`src/rtl/branch_predictor_ras_pkg.sv`:
```
// Shared encodings and helpers for the fetch-stage BTB + return-address-stack predictor.
package branch_predictor_ras_pkg;

  typedef enum logic [1:0] {
    KIND_COND = 2'b00,
    KIND_JUMP = 2'b01,
    KIND_RET  = 2'b10
  } kind_e;

  localparam logic [1:0] CTR_WEAK_T = 2'b10;
  localparam logic [1:0] CTR_RESET  = 2'b01;

  function automatic int clog2(input int v);
    int r;
    r = 0;
    while ((1 << r) < v) r++;
    return r;
  endfunction

endpackage

```
`src/rtl/branch_predictor_ras_if.sv`:
```
// Lookup and resolution-update bundle between fetch/ID and the predictor.
interface branch_predictor_ras_if #(parameter int XLEN = 32);
  logic            enable;
  logic [XLEN-1:0] fetch_pc;
  logic            pred_taken;
  logic [XLEN-1:0] pred_target;
  logic            upd_valid;
  logic [XLEN-1:0] upd_pc;
  logic [XLEN-1:0] upd_target;
  logic            upd_taken;
  logic [1:0]      upd_kind;
  logic            upd_call;

  modport master (
    output enable, fetch_pc, upd_valid, upd_pc, upd_target, upd_taken, upd_kind, upd_call,
    input  pred_taken, pred_target
  );
  modport slave (
    input  enable, fetch_pc, upd_valid, upd_pc, upd_target, upd_taken, upd_kind, upd_call,
    output pred_taken, pred_target
  );
endinterface

```
`src/rtl/branch_predictor_ras_return_addr_stack.sv`:
```
// Circular return-address stack; overflow silently overwrites the oldest entry.
module return_addr_stack
  import branch_predictor_ras_pkg::*;
#(
  parameter int XLEN      = 32,
  parameter int RAS_DEPTH = 4
) (
  input  logic            clk,
  input  logic            rst,
  input  logic            enable,
  input  logic            push,
  input  logic            pop,
  input  logic [XLEN-1:0] push_addr,
  output logic [XLEN-1:0] top,
  output logic            empty
);
  localparam int PTR_W = clog2(RAS_DEPTH);

  logic [XLEN-1:0]  stack [RAS_DEPTH];
  logic [PTR_W-1:0] ptr;
  logic [PTR_W-1:0] ptr_m1;
  logic [PTR_W:0]   count;

  assign ptr_m1 = ptr - PTR_W'(1);
  assign top    = stack[ptr_m1];
  assign empty  = (count == '0);

  always_ff @(posedge clk) begin
    if (rst) begin
      ptr   <= '0;
      count <= '0;
      for (int i = 0; i < RAS_DEPTH; i++) stack[i] <= '0;
    end else if (enable) begin
      // Link-and-return in one instruction swaps the top; on an empty stack it is a plain push.
      if (push && pop && !empty) begin
        stack[ptr_m1] <= push_addr;
      end else if (push) begin
        stack[ptr] <= push_addr;
        ptr        <= ptr + PTR_W'(1);
        if (count != (PTR_W+1)'(RAS_DEPTH)) count <= count + (PTR_W+1)'(1);
      end else if (pop && !empty) begin
        ptr   <= ptr_m1;
        count <= count - (PTR_W+1)'(1);
      end
    end
  end

endmodule

```
`src/rtl/branch_predictor_ras.sv`:
```
// Direct-mapped BTB with 2-bit direction counters and a RAS; combinational lookup,
// non-speculative update from ID-stage resolution.
module branch_predictor_ras
  import branch_predictor_ras_pkg::*;
#(
  parameter int XLEN      = 32,
  parameter int ENTRIES   = 16,
  parameter int CTR_W     = 2,
  parameter int RAS_DEPTH = 4
) (
  input  logic                  clk,
  input  logic                  rst,
  branch_predictor_ras_if.slave bus
);
  localparam int IDX_W = clog2(ENTRIES);
  localparam int TAG_W = XLEN - IDX_W - 2;
  localparam logic [CTR_W-1:0] CTR_RST = CTR_W'(CTR_RESET);
  localparam logic [CTR_W-1:0] CTR_WT  = {1'b1, {(CTR_W-1){1'b0}}};

  logic [ENTRIES-1:0] valid;
  logic [TAG_W-1:0]   tag_q  [ENTRIES];
  logic [1:0]         kind_q [ENTRIES];
  logic [CTR_W-1:0]   ctr_q  [ENTRIES];
  logic [XLEN-1:0]    tgt_q  [ENTRIES];

  logic [IDX_W-1:0] f_idx, u_idx;
  logic [TAG_W-1:0] f_tag, u_tag;
  logic             f_hit, u_hit, f_taken, upd;
  logic [XLEN-1:0]  ras_top;
  logic             ras_empty;
  logic             unused_pc_lsb;

  assign f_idx = bus.fetch_pc[IDX_W+1:2];
  assign f_tag = bus.fetch_pc[XLEN-1:IDX_W+2];
  assign u_idx = bus.upd_pc[IDX_W+1:2];
  assign u_tag = bus.upd_pc[XLEN-1:IDX_W+2];
  assign f_hit = valid[f_idx] && (tag_q[f_idx] == f_tag);
  assign u_hit = valid[u_idx] && (tag_q[u_idx] == u_tag);
  assign upd   = bus.upd_valid && bus.enable;
  assign unused_pc_lsb = ^bus.fetch_pc[1:0];

  always_comb begin
    f_taken = 1'b0;
    if (f_hit) begin
      if (kind_q[f_idx] == KIND_COND)      f_taken = ctr_q[f_idx][CTR_W-1];
      else if (kind_q[f_idx] == KIND_JUMP) f_taken = 1'b1;
      else if (kind_q[f_idx] == KIND_RET)  f_taken = !ras_empty;
    end
    bus.pred_taken  = f_taken;
    bus.pred_target = '0;
    if (f_taken) bus.pred_target = (kind_q[f_idx] == KIND_RET) ? ras_top : tgt_q[f_idx];
  end

  always_ff @(posedge clk) begin
    if (rst) begin
      valid <= '0;
      for (int i = 0; i < ENTRIES; i++) begin
        tag_q[i]  <= '0;
        kind_q[i] <= '0;
        ctr_q[i]  <= CTR_RST;
        tgt_q[i]  <= '0;
      end
    end else if (upd) begin
      if (u_hit) begin
        tag_q[u_idx]  <= u_tag;
        kind_q[u_idx] <= bus.upd_kind;
        if (bus.upd_kind == KIND_COND) begin
          // Not-taken outcomes keep the last taken target.
          if (bus.upd_taken) begin
            tgt_q[u_idx] <= bus.upd_target;
            if (ctr_q[u_idx] != '1) ctr_q[u_idx] <= ctr_q[u_idx] + CTR_W'(1);
          end else if (ctr_q[u_idx] != '0) begin
            ctr_q[u_idx] <= ctr_q[u_idx] - CTR_W'(1);
          end
        end else begin
          tgt_q[u_idx] <= bus.upd_target;
        end
      end else if (bus.upd_taken) begin
        valid[u_idx]  <= 1'b1;
        tag_q[u_idx]  <= u_tag;
        kind_q[u_idx] <= bus.upd_kind;
        ctr_q[u_idx]  <= CTR_WT;
        tgt_q[u_idx]  <= bus.upd_target;
      end
    end
  end

  return_addr_stack #(.XLEN(XLEN), .RAS_DEPTH(RAS_DEPTH)) u_ras (
    .clk       (clk),
    .rst       (rst),
    .enable    (bus.enable),
    .push      (bus.upd_valid && bus.upd_call),
    .pop       (bus.upd_valid && (bus.upd_kind == KIND_RET)),
    .push_addr (bus.upd_pc + XLEN'(4)),
    .top       (ras_top),
    .empty     (ras_empty)
  );

endmodule
```
`src/flat_wrapper.sv`:
```
// flat-port wrapper written by rule: the top's interface ports become plain ports
module branch_predictor_ras_flat import branch_predictor_ras_pkg::*;
#(
  parameter int XLEN      = 32,
  parameter int ENTRIES   = 16,
  parameter int CTR_W     = 2,
  parameter int RAS_DEPTH = 4
)
  (clk, rst, bus_enable, bus_fetch_pc, bus_upd_valid, bus_upd_pc, bus_upd_target, bus_upd_taken, bus_upd_kind, bus_upd_call, bus_pred_taken, bus_pred_target);
  branch_predictor_ras_if #(.XLEN(XLEN)) bus_i ();
  input  logic clk;
  input  logic rst;
  input wire logic [$bits(bus_i.enable)-1:0] bus_enable;
  input wire logic [$bits(bus_i.fetch_pc)-1:0] bus_fetch_pc;
  input wire logic [$bits(bus_i.upd_valid)-1:0] bus_upd_valid;
  input wire logic [$bits(bus_i.upd_pc)-1:0] bus_upd_pc;
  input wire logic [$bits(bus_i.upd_target)-1:0] bus_upd_target;
  input wire logic [$bits(bus_i.upd_taken)-1:0] bus_upd_taken;
  input wire logic [$bits(bus_i.upd_kind)-1:0] bus_upd_kind;
  input wire logic [$bits(bus_i.upd_call)-1:0] bus_upd_call;
  output wire logic [$bits(bus_i.pred_taken)-1:0] bus_pred_taken;
  output wire logic [$bits(bus_i.pred_target)-1:0] bus_pred_target;
  assign bus_i.enable = bus_enable;
  assign bus_i.fetch_pc = bus_fetch_pc;
  assign bus_i.upd_valid = bus_upd_valid;
  assign bus_i.upd_pc = bus_upd_pc;
  assign bus_i.upd_target = bus_upd_target;
  assign bus_i.upd_taken = bus_upd_taken;
  assign bus_i.upd_kind = bus_upd_kind;
  assign bus_i.upd_call = bus_upd_call;
  assign bus_pred_taken = bus_i.pred_taken;
  assign bus_pred_target = bus_i.pred_target;
  branch_predictor_ras #(.XLEN(XLEN), .ENTRIES(ENTRIES), .CTR_W(CTR_W), .RAS_DEPTH(RAS_DEPTH)) u_core (.clk(clk), .rst(rst), .bus(bus_i));
endmodule
```
`config.mk`:
```
export PLATFORM = sky130hd
export DESIGN_NAME = branch_predictor_ras_flat
export DESIGN_NICKNAME = d
export VERILOG_FILES = /design/src/rtl/branch_predictor_ras_pkg.sv /design/src/rtl/branch_predictor_ras_if.sv /design/src/rtl/branch_predictor_ras_return_addr_stack.sv /design/src/rtl/branch_predictor_ras.sv /design/src/flat_wrapper.sv
export SDC_FILE = /design/constraint.sdc
export NUM_CORES = 2
export LEC_CHECK = 0
export ABC_AREA = 1
export BUFFER_PORTS_ARGS = -buffer_cell sky130_fd_sc_hd__buf_4
export CORE_AREA = 5 5 480 387
export DETAILED_ROUTE_END_ITERATION = 10
export DIE_AREA = 0 0 485 392
export PLACE_DENSITY = 0.48
export RECOVER_POWER = 25
export SYNTH_ARGS = -nofsm -noshare
export SYNTH_HDL_FRONTEND = slang
export SYNTH_SLANG_ARGS = --single-unit
```
`constraint.sdc`:
```
create_clock -name clk -period 6.9 [get_ports clk]
set_input_delay 1.38 -clock clk [delete_from_list [all_inputs] [get_ports clk]]
set_output_delay 1.38 -clock clk [all_outputs]
set_load 0.1 [all_outputs]
```
Yosys cells after proc, flatten, opt, wreduce, memory -nomap -nowiden:

Memory sizes are Yosys's and may differ from the RTL's.
Index checks and enable logic that the tools add are counted.

* $add $sub $neg: 7
* reduce and logical (&&, ||, !) cells: 24
* multiplexer cells: 85
* bitwise operators: 9
* eq/ne operators: 8
* div/mod/pow operators: 0
* magnitude comparators: 3
* multipliers: 0
* shift-type cells: 0

Operators with widths (count)
* $mux 32: 7
* $reduce_or 32->1: 3
* $mux 1: 57
* $eq 26x26->1: 2
* $mux 26: 2
* $add 32x3->32 const B: 1
* $reduce_or 26->1: 1
* $mux 2: 9
* $mux 4: 4
* $or 16x16->16: 1
* $lt 4x5->1 const B: 2
* $logic_and 1x1->1: 9
* $mux 3: 3
* $bmux 1 s4: 2
* $or 1x1->1: 6
* $reduce_and 3->1: 2
* $add 2x1->2 const B: 2
* $demux 1 s4: 1
* $eq 2x2->1 const B: 2
* $ge 4x1->1 const B: 1
* $logic_not 2->1: 2
* $reduce_and 4->1: 1
* $reduce_bool 2->1: 2
* $reduce_or 2->1: 2
* other kinds (10): 12

* word-level logic and storage cells: 144
* ROM bits: 0
* memories kept: 5
* input bits: 104
* RAM bits: 1120
* flip-flop bits (word level): 21
* latch bits: 0
* output and inout bits: 33

Memories
* u_core.tgt_q: depth 16, width 32, rd ports 1, clocked after memory_dff 0, write ports 16, line branch_predictor_ras.sv:24 `logic [XLEN-1:0] tgt_q [ENTRIES];`
* u_core.tag_q: depth 16, width 26, rd ports 2, clocked after memory_dff 0, write ports 16, line branch_predictor_ras.sv:21 `logic [TAG_W-1:0] tag_q [ENTRIES];`
* u_core.u_ras.stack: depth 4, width 32, rd ports 1, clocked after memory_dff 0, write ports 4, line branch_predictor_ras_return_addr_stack.sv:19 `logic [XLEN-1:0] stack [RAS_DEPTH];`
* u_core.ctr_q: depth 16, width 2, rd ports 2, clocked after memory_dff 0, write ports 16, line branch_predictor_ras.sv:23 `logic [CTR_W-1:0] ctr_q [ENTRIES];`
* u_core.kind_q: depth 16, width 2, rd ports 1, clocked after memory_dff 0, write ports 16, line branch_predictor_ras.sv:22 `logic [1:0] kind_q [ENTRIES];`

Longest topological paths before layout:

An unclocked memory read counts as a cell.

* word-level depth: 13
* depth in mapped cells: 24
* gate-level depth less buffers: 20

Modules after synthesis:

Synthesis repeated with hierarchy kept, for this count alone.

* cell total of the unflattened synthesis: 6581
* area, all modules: 57801.7 um^2

Modules (own cells, without submodules)
* branch_predictor_ras: cells an instance 5999, instances 1, sequential area each 30108.9 um^2, area an instance 51749.6 um^2
* return_addr_stack: cells an instance 582, instances 1, sequential area each 3943.8 um^2, area an instance 6052.1 um^2

Worst setup path before layout:

No wires, ideal clock.

* kind: input port to output port
* from: input port bus_fetch_pc[2]
* to: output port bus_pred_target[10]
* required time: 5.520 ns
* slack: 0.757 ns
* stages: 11
* arrival: 4.763 ns
* path buffers: 4
* cells stage by stage: buf_2 > inv_1 > clkbuf_1 > clkbuf_1 > o21ai_0 > o221ai_1 > o211ai_1 > nand3_1 > buf_1 > mux2_2 > nor2_1

* word-level cells in the longest chain between the ends: 7
* elaborated cells on any way between the ends: 17
* classes of those cells: eq/ne: 3; mux: 8; reduce/logical: 2; memory: 4

Ends and longest elaborated chain
* from (decl): line flat_wrapper.sv:14 `input wire logic [$bits(bus_i.fetch_pc)-1:0] bus_fetch_pc;`
* $mem_v2 16x2
* $eq 2x2->1: line branch_predictor_ras.sv:47, branch_predictor_ras.sv:51
* $mux 1: line branch_predictor_ras.sv:47 `else if (kind_q[f_idx] == KIND_RET) f_taken = !ras_empty;`
* $mux 1: line branch_predictor_ras.sv:46 `else if (kind_q[f_idx] == KIND_JUMP) f_taken = 1'b1;`
* $mux 1: line branch_predictor_ras.sv:45 `if (kind_q[f_idx] == KIND_COND) f_taken = ctr_q[f_idx][CTR_W-1];`
* $mux 1: line branch_predictor_ras.sv:44 `if (f_hit) begin`
* $mux 32 *: line branch_predictor_ras.sv:51 `if (f_taken) bus.pred_target = (kind_q[f_idx] == KIND_RET) ? ras_top : tgt_q[f_idx];`
* to (decl): line flat_wrapper.sv:22 `output wire logic [$bits(bus_i.pred_target)-1:0] bus_pred_target;`

Every way passes the cells marked *; elsewhere a longest branch is shown, timed or not. The select of a mux whose other input is x is not followed.

==> results.toml <==
[run_status]
run_status = "finished, violations left"
failed_checks = "max-capacitance violations, max-slew violations"

[final_layout]
postLayoutCoreUtil_pct = 36.2
area_growth_pct = 13.9
fin_area_um2 = 65400
final_cells = 8851
fin_nets = 6445
drive_gt1_share_pct = 9.26
multiInputGateArea_um2 = 19300
seq_area_um2 = 34100
fillers = 18300

[drt]
wl_per_cell_um = 24.7
drt-pass1-iter-count = 9
vias = 47000
ant_nets = 0
drc_errors = 0
drt-total-wl_um = 218000
drt-initial-drc-count = 5591
viasPerCell = 5.31

[synth]
ys_async_sr_fraction_pct = 0
synth_area_um2 = 57400
synth-edff-count = 1120
postSynthCellCount = 6406
ys_top_cells_by_area = "edfxtp_1 59%, nor2_1 8.8%, nand2_1 8.6%"
ys_seq_area_share_pct = 59.3
netlist.area_leader.share_pct = 58.6
ys_ff_latch = 1141
yosysTopAreaCell = "edfxtp_1"
synth.most_common_cell = "nor2_1"
ys.flop_type = "edfxtp_1"
synth_commonest_cells = "1345 x nor2_1, 1314 x nand2_1, 1120 x edfxtp_1"
avgSynthCellArea_um2 = 8.96
synth_nets = 6515
synth_warnings = 0
synth.distinct_cells = 44

[die]
num_rows = 140
io_pins = 137
core-area_um2 = 181000
die_y_um = 392
dieArea_um2 = 190000
die_w_um = 485
start_util_pct = 31.8

[setup_path]
path_cells = "buf_8 > clkbuf_2 > o21ai_0 > nand2_1 > nand2_1 > nand2_1 > nand2_1 > o21ai_1 > nand2_1 > nor2_1 > nand2_1 > nor2_1 > nand2_1 > nor2_1 > nand3_1 > clkbuf_1 > a21oi_1 > inv_1 > nand2_1"
cpMaxStageDelayCell = "clkbuf_2"
crit_required_ps = 7340
startpoint_type = "primary input"
path_depth = 19
worstPathArrival_ps = 6760
crit_family = "buffers and inverters"
reg2reg_depth = 4
crit_fanout = 102
cpMostUsedCell = "nand2_1"
slowest_delay_ps = 1830
crit_buf_inv = 4
crit_type = "primary input to register"
endpoint_kind = "register"

[sta]
rsz0062_at_grt = "false"
finalSetupViolCount = 0
slew_violations = 239
period_minus_slack_ps = 6320
fin_crit_sh_pct = 91.5
fin_skew_ps = 60.9
max_freq_mhz = 158
tns_ps = 0
slew_headroom_pct = -61.2
tightest_slew_ps = 2420
hold_violations = 0

[global_route]
antenna_found_initial = 12
grt_util_all_layers_pct = 22.3
grt_pass1_vias = 44400
grt_pass1_wl_um = 314000
grt_max_degree = 132
grt-ovfl-total = 0

[power_and_ir_drop]
peakVddDrop_mv = 0.251
p_leak_nw = 25.7
p_per_area_nw_per_um2 = 259

[hold_path]
hold-path-cell-count = 2
worstHoldPathType = "register to register"

[run]
cap_viol_max_count = 6

[clock_network]
clock_latency_ps = 800
cts_max_path_buffers = 3
post_cts_buffers = 0
post_cts_resized = 0
cts_sinks = 1141
cts_hold_buf = 0
cts_buffers = 134
root_buffer = "clkbuf_16"
cts_tree = "built"
clk_pin_slew_ps = 60
htreeDepth = 4

[placement]
port_buffers = 134
placed_area_um2 = 61300
placed_cells = 8614
gp_congestion = 0.849
dp_hpwl_um = 128000
metal layers:
| layer | vias to the layer above | part of all wire [%] | GRT usage [%] |
|---|---|---|---|
| met3 | 357 | 9.2 | 4.24 |
| li1 | 21400 | - | - |
| met1 | 23100 | 45 | 32.7 |
| met2 | 2209 | 43 | 33.6 |
| met5 | - | 0.012 | 0 |
| met4 | 4 | 2.8 | 6.62 |
registers in the layout, indices dropped and copies added, names as in the netlist:
name,flops
u_core.u_ras.ptr,2
u_core.tag_q,416
u_core.valid,16
u_core.tgt_q,512
u_core.kind_q,32
u_core.u_ras.count,3
u_core.u_ras.stack,128
u_core.ctr_q,32
stage by stage:
stage	hold slack, ps	power, W	setup slack [ps]
final	487	0.0169	585
after global routing	510	0.0175	278
after CTS	488	0.0170	809
after detailed placement	471	0.0101	801
after global placement	463	0.0101	861
after floorplan	444	0.00926	757
power by group:
part	leakage [nW]	total [W]	switching, W	internal (W)
registers	10.9	0.00805	0.000109	0.00794
clock network	2.02	0.00695	0.00309	0.00386
logic	12.8	0.00192	0.00140	0.000521
total	25.7	0.0169	0.00460	0.0123
final cells by class:
| cell class | instances | area share, % |
|---|---|---|
| clock buffer | 172 | 5.41 |
| multi-input combinational | 4230 | 29.6 |
| tap | 2414 | 4.62 |
| timing repair buffer | 300 | 4.23 |
| sequential | 1141 | 52.1 |
| antenna | 1 | 0.00383 |
| inverter | 529 | 3.08 |
| clock inverter | 64 | 0.995 |
tightest hold or removal path: cells and delay by family, from the launching register on:
kind             cells  cell delay [ps]
AND/OR/NAND/NOR      1               50
AO/OA/AOI/OAI        1               60
flip-flops           1              340
cells in the final DEF, fill, tap and decap left out, drive strengths merged, types with 39 or more instances in the layout:
| cell | instances |
|---|---|
| a21oi | 489 |
| o21ai | 352 |
| inv | 514 |
| edfxtp | 1120 |
| clkbuf | 189 |
| o221ai | 39 |
| o211ai | 48 |
| clkinv | 72 |
| nand3 | 300 |
| a22oi | 87 |
| nor2 | 1346 |
| o22ai | 50 |
| nand2 | 1315 |
| buf | 283 |
kinds of logic after synthesis:
| family | synth area share, % |
|---|---|
| mux | 0.608 |
| buf+inv | 7.24 |
| xor+xnor | 0.320 |
| flops | 59.3 |
| fa+ha+maj | 0.122 |
| compound gates | 11.8 |
| simple gates | 20.5 |
worst paths after layout:
| check | slack [ps] | from | endpoint |
|---|---|---|---|
| worst max-delay path | 580 | bus_upd_pc[2] | u_core.ctr_q[2][0]$_SDFFCE_PN1P_ |
| worst min-delay path | 490 | u_core.valid[11]$_SDFFE_PP0N_ | u_core.valid[11]$_SDFFE_PP0N_ |
| worst max register to register | 2350 | u_core.u_ras.ptr[0]$_SDFFE_PP0P_ | u_core.u_ras.stack[3][3]$_DFFE_PP_ |
| worst min register to register | 490 | u_core.valid[11]$_SDFFE_PP0N_ | u_core.valid[11]$_SDFFE_PP0N_ |
Note: power is estimated with default switching activity, not from simulation.
